File: config.mk
export PLATFORM = sky130hd
export DESIGN_NAME = button_press_conditioner
export DESIGN_NICKNAME = d
export VERILOG_FILES = /design/src/rtl/button_press_conditioner.sv
export SDC_FILE = /design/constraint.sdc
export NUM_CORES = 1
export LEC_CHECK = 0
export CORE_UTILIZATION = 52
export CTS_CLUSTER_SIZE = 24
export DETAILED_ROUTE_END_ITERATION = 8
export GPL_ROUTABILITY_DRIVEN = 0
export PLACE_DENSITY = 0.7
export SYNTH_ARGS = -nofsm -noshare
export SYNTH_HDL_FRONTEND = slang
export SYNTH_SLANG_ARGS = --single-unit
File: constraint.sdc
create_clock -name clk -period 2.7 [get_ports clk]
set_input_delay 0.27 -clock clk [delete_from_list [all_inputs] [get_ports clk]]
set_output_delay 0.27 -clock clk [all_outputs]
set_load 0.005 [all_outputs]
File: src/rtl/button_press_conditioner.sv
// button_press_conditioner: synchronise and debounce a push-button, emitting one press/release pulse per accepted edge
module button_press_conditioner #(
  parameter int SYNC_STAGES      = 2,
  parameter int DEBOUNCE_CYCLES  = 50000,
  parameter bit INPUT_ACTIVE_LOW = 1'b0
) (
  input  logic clk,
  input  logic n_reset,
  input  logic button_raw,
  output logic button_press,
  output logic button_release,
  output logic button_level
);
  localparam int CW = $clog2(DEBOUNCE_CYCLES + 1);
  localparam logic [2:0] STARTUP      = 3'd0;
  localparam logic [2:0] STABLE_LOW   = 3'd1;
  localparam logic [2:0] CONFIRM_HIGH = 3'd2;
  localparam logic [2:0] STABLE_HIGH  = 3'd3;
  localparam logic [2:0] CONFIRM_LOW  = 3'd4;

  logic [SYNC_STAGES-1:0] sync;
  logic [2:0] state, state_n;
  logic [CW-1:0] cnt, cnt_n;
  logic sync_in, done;

  assign sync_in = sync[SYNC_STAGES-1];
  // The final accepted sample hits when the stored count is one short; the counter is cleared on the transition
  assign done = cnt == CW'(DEBOUNCE_CYCLES - 1);

  always_comb begin
    state_n = state;
    cnt_n = '0;
    case (state)
      STARTUP:
        if (!sync_in) begin
          if (done) state_n = STABLE_LOW;
          else cnt_n = cnt + CW'(1);
        end
      STABLE_LOW:
        if (sync_in) begin
          state_n = CONFIRM_HIGH;
          cnt_n = CW'(1);
        end
      CONFIRM_HIGH:
        if (!sync_in) state_n = STABLE_LOW;
        else if (done) state_n = STABLE_HIGH;
        else cnt_n = cnt + CW'(1);
      STABLE_HIGH:
        if (!sync_in) begin
          state_n = CONFIRM_LOW;
          cnt_n = CW'(1);
        end
      CONFIRM_LOW:
        if (sync_in) state_n = STABLE_HIGH;
        else if (done) state_n = STABLE_LOW;
        else cnt_n = cnt + CW'(1);
      default: state_n = STARTUP;
    endcase
  end

  always_ff @(posedge clk or negedge n_reset) begin
    if (!n_reset) begin
      sync <= '0;
      state <= STARTUP;
      cnt <= '0;
      button_press <= 1'b0;
      button_release <= 1'b0;
      button_level <= 1'b0;
    end else begin
      sync <= {sync[SYNC_STAGES-2:0], button_raw ^ INPUT_ACTIVE_LOW};
      state <= state_n;
      cnt <= cnt_n;
      button_press <= state == CONFIRM_HIGH && state_n == STABLE_HIGH;
      button_release <= state == CONFIRM_LOW && state_n == STABLE_LOW;
      button_level <= state_n == STABLE_HIGH || state_n == CONFIRM_LOW;
    end
  end
endmodule

# == Word-level counts from Yosys, hierarchy flattened ==
# Cells that the tools add are included.
# totals
ff_bits,24
word_cells,34
out_inout_bits,3
inputBits,3
# op_classes
add_sub_neg,1
eq_ne,8
mux,14
reduce_logical,5
# ops
operator,count
case mux 16 bit (4 select lines),1
2-to-1 mux 16 bit,3
2-to-1 mux 3 bit,7
"adder 16 x 1 -> 16 bit, second input constant",1
"equality test 16 bit, second input constant",1
case mux 3 bit (5 select lines),1
"equality test 3 x 2 -> 1 bit, second input constant",3
"equality test 3 x 1 -> 1 bit, second input constant",2
"equality test 3 bit, second input constant",2
logical NOT 3 bit,1
logical AND 1 bit,2
2-to-1 mux 1 bit,2
OR reduction 2 bit,1
logical OR 1 bit,1

# == Depth between registers and ports, before layout ==
# logic_depth
depth_word,6
depth_mapped,6
ltp_nobuf,5

# == Least setup slack after synthesis ==
# OpenSTA, ideal clock, no wires.
# synth_timing
path_type,register to register
startpoint,reg cnt[4]
endpoint,reg cnt[5]
t_arrival_ns,1.575
n_path_buf,2
path_slack_ns,1.006
setup_time_ns,0.119
period_less_slack_ns,1.694
stages_incl_launch_ff,7
cell_sequence,dfrtp_1 buf_6 or4b_4 nor4_4 a211o_4 buf_6 nor2_1
# synth_between
elab_chain_cells,4
word_cells_on_any_way,6
cone_classes,1 x add/sub; 1 x eq/ne; 4 x mux
# synth_rtl
element,line_no,source
"start, declared",23,"logic [CW-1:0] cnt, cnt_n;"
"start signal, assigned",72,cnt <= cnt_n;
adder 16 x 1 -> 16 bit or equality test 16 bit (tied branches),n/a,
2-to-1 mux 16 bit (*),"36, 46, 55",
2-to-1 mux 16 bit (on tied branches),"35, 45",
case mux 16 bit (4 select lines) (*),33,case (state)
named net cnt_n[5],23,
# Mark *: on every way through the listed nets, which the timed path passes. The rest lies on a longest branch.

# == Final worst setup path ==
# layout_timing
startpoint,reg cnt[4]
endpoint,reg cnt[0]
# layout_between
elab_chain_cells,4
word_cells_on_any_way,5
cone_classes,1 x eq/ne; 4 x mux
# layout_rtl
element,line_no,source
equality test 16 bit (*),28,assign done = cnt == CW'(DEBOUNCE_CYCLES - 1);
2-to-1 mux 16 bit (*),"36, 46, 55",
2-to-1 mux 16 bit (on tied branches),"35, 45",
case mux 16 bit (4 select lines) (*),33,
named net cnt_n[0],23,
# Marked as above.

==> results by group <==
Outcome
  – Run status: complete, no violations

Floorplanning
  – Die width: between 50 and 60 µm
  – Die ar.: 2546 µm²
  – Core area: 2212 µm²
  – Die Y-Extent: 50.46 µm
  – Initial Utilization: between 50% and 60%
  – Row count: 17
  – I/O Pins: 6

Pwr
  – Net switching fraction of the power: 28.16%
  – Clk pwr share: 28.9%
  – Reg power frac: 51.8%
  – Peak VDD IR: around 0.00047 V
  – Static Leak: 0.5377 nW
  – Pwr dens: 665.1 nW/µm²
  – P_sw: ~0.00025 W
  – Internal Pwr Total: 0.0006278 W
  – Comb pwr share: about a fifth

Timing
  – RSZ-0062 raised after global routing: false
  – Number of setup violations in the final report: 0
  – Fmax: 569.5 MHz
  – Setup TNS Final: 0 ns
  – Setup ws final: roughly 0.94 ns
  – Layout Skew: 0.01373 ns
  – Hold slack: 0.2802 ns
  – Actual slew at the worst max-slew pin: 0.3327 ns
  – Period utilization: around two thirds
  – Slew margin rel.: 77.65%
  – Fin. max-slew vios: 0
  – Final Critical Period: 1.756 ns
  – Final hold vios: 0

Logic synthesis
  – Unique masters post-synth: 34
  – Post-Syn Area: 1221 µm²
  – Syn Inst Count: approximately 120
  – Xor and xnor fraction of the mapped netlist area: 9.324%
  – Async set-or-reset flop fraction in the synthesized netlist: 100.0%
  – Yosys reg bits: 24
  – Simple-gate share of the synthesized area: about 29%
  – Adder-Cell Fraction of Synth Area: 1.025%
  – Mux cell area share after synthesis: 0%
  – Largest family of logic cells by synthesized area: simple AND/OR/NAND/NOR gates
  – Synth warn: 0
  – Syn nets: 122
  – Synth area leader: dfrtp_1
  – Synth top area cells: dfrtp_1 (49%), nor2_1 (5.8%), xnor2_1 (5.0%), xor2_1 (4.3%), buf_6 (3.7%)
  – Seq/Total Area, Yosys: 49.18%
  – Top-area cell type share of the netlist area: 49.18%
  – Compound-Gate Fraction of Synth Area: 6.967%
  – Post-synth top flop: dfrtp_1
  – Mean Syn Cell Area: 10.35 µm²
  – Post-synth EDFFs: 0

Place
  – Post-Place Cells: 147
  – Port Buffers: 5
  – Post-DP HPWL: between 1000 and 1500 µm
  – Pre-CTS setup slack: 0.9499 ns

Clock tree
  – Max Root-Sink Buffers: 2
  – Post-CTS Setup Bufs: 0
  – TritonCTS Buffers: 3
  – Htree depth: 1
  – CTS tree: built
  – Hold_buf cts: 0
  – Worst-path clk slew: 0.13 ns
  – CTS Root Cell: clkbuf_4
  – Clock tree sinks: 24
  – Clk Latency, worst-skew pair: 0.32 ns
  – PostCTS Resize Cnt: 0

Routing
  – Post-route DRC: 0
  – Routed wire per std cell: 12.17 µm
  – Drt first pass iters: 4
  – Routed vias: roughly 840
  – WL final: 1837 µm
  – Post-route ant nets: 0
  – Vias per cell: between 5 and 6
  – DRT iter0 DRCs: 12

Setup path
  – Critical path's largest stage delay: 0.56 ns
  – Worst path cell trace: or4b_4 -> nor4_4 -> a211o_4 -> o21ai_0
  – CP startpoint kind: flop
  – Crit end category: flop
  – CP bufs+invs: 0
  – Crit path max fanout: 16
  – Critical path class: flop to flop
  – Arr. time, crit path: 1.97 ns
  – Worst Path Required: approximately 2.9 ns
  – Crit path max-delay cell type: or4b_4
  – Delay-heaviest family, CP: simple AND/OR/NAND/NOR gates

Min path
  – Worst min-delay path category: input pin to asynchronous set/reset pin

Final layout
  – Layout net count: 128
  – Non-filler cells, final: 151
  – Layout cells sized above 1: 8.943%
  – # diodes: 0
  – Syn-to-layout area delta: 7.582%

Run
  – Max cap viols: 0

GRT
  – Largest net degree at the start of global routing: 25
  – First-pass GRT wire length: 3208 µm
  – Initial antenna violation count: 0
  – Vias in the first global route: 770
  – Tot GR Track Use: 17.13%
  – Grt total ovfl: 0
## cell type report
cell class	instances	area [µm²]
clock buffer	3	22.52
clock inverter	1	30.03
fill	187	898.4
inverter	2	7.507
multi-input combinational	87	560.5
sequential	24	600.6
tap	28	35.03
timing repair buffer	6	57.56
## placed cells by master (no fill, tap or decap), types with 3 or more instances in the layout
cell type        count
dfrtp_1             24
nor2_1              19
nand2_1              9
xnor2_1              7
nand4_1              6
xor2_1               6
nand3_1              5
clkdlybuf4s50_1      5
and3_1               3
o21ai_0              3
a21oi_1              3
clkbuf_4             3
## cell families after synthesis
| logic type | Yosys count |
|---|---|
| adders and majority gates | 1 |
| DFF | 24 |
| AOI/OAI and AO/OA | 12 |
| xor gates and xnor gates | 13 |
| buffers and inverters | 7 |
| and+or+nand+nor | 61 |
## stage by stage
stage / area [µm²] / total power (W) / utilization [%]
final: 1314 / 0.0008738 / 59.39
after global routing: 1314 / 0.0009269 / 59.39
after CTS: 1314 / 0.0008812 / 59.39
after detailed placement: 1261 / 0.0006280 / 57.01
after global placement: 1261 / 0.0006218 / 57.01
after floorplan: 1221 / 0.0006139 / -
## path summary, 6_finish.rpt
kind / from / to / slack (ns) / depth (start not counted)
setup / recovery: cnt[4] / cnt[0] / 0.94 / 4
min in group clk: sync[0] / sync[1] / 0.37 / 0
max in group asynchronous: n_reset / cnt[10] / 2.18 / 2
setup reg to reg: cnt[4] / cnt[0] / 0.94 / 4
hold reg to reg: sync[0] / sync[1] / 0.37 / 0
hold / removal: n_reset / state[1] / 0.28 / 2
## synth_stat cells (all sizes together), types with 2 or more instances
master   number
xnor2         7
nand2         9
nor2b         2
or4           2
nand3         5
inv           2
nand4bb       2
dfrtp        24
and3          3
o21ai         3
nor2         19
nand4         6
nor3          3
xor2          6
nor4          2
buf           5
or3           2
a21oi         3
## state kept, by name (all words and copies together), names as in the netlist
name	count
button_release	1
state	3
sync	2
button_press	1
cnt	16
button_level	1
## power groups by stage
| stage | Combinational, W | Sequential [W] | Clock, W |
|---|---|---|---|
| 6_report | 0.000169 | 0.000452 | 0.000252 |
| 5_1_grt | 0.000191 | 0.000462 | 0.000273 |
| 4_1_cts | 0.000170 | 0.000451 | 0.000260 |
| 3_5_place_dp | 0.000170 | 0.000458 | 0 |
| 3_3_place_gp | 0.000166 | 0.000455 | 0 |
| 2_1_floorplan | 0.000189 | 0.000424 | 0 |
## routing by layer
| layer | vias to the layer above | wire length (µm) | GRT usage, % |
|---|---|---|---|
| li1 | 423 | - | - |
| met5 | - | 0 | 0 |
| met4 | 0 | 14 | 4.167 |
| met3 | 2 | 82 | 6.364 |
| met1 | 392 | 927 | 22.79 |
| met2 | 19 | 812 | 26.44 |
No activity file was read; power rests on OpenSTA's default activity.
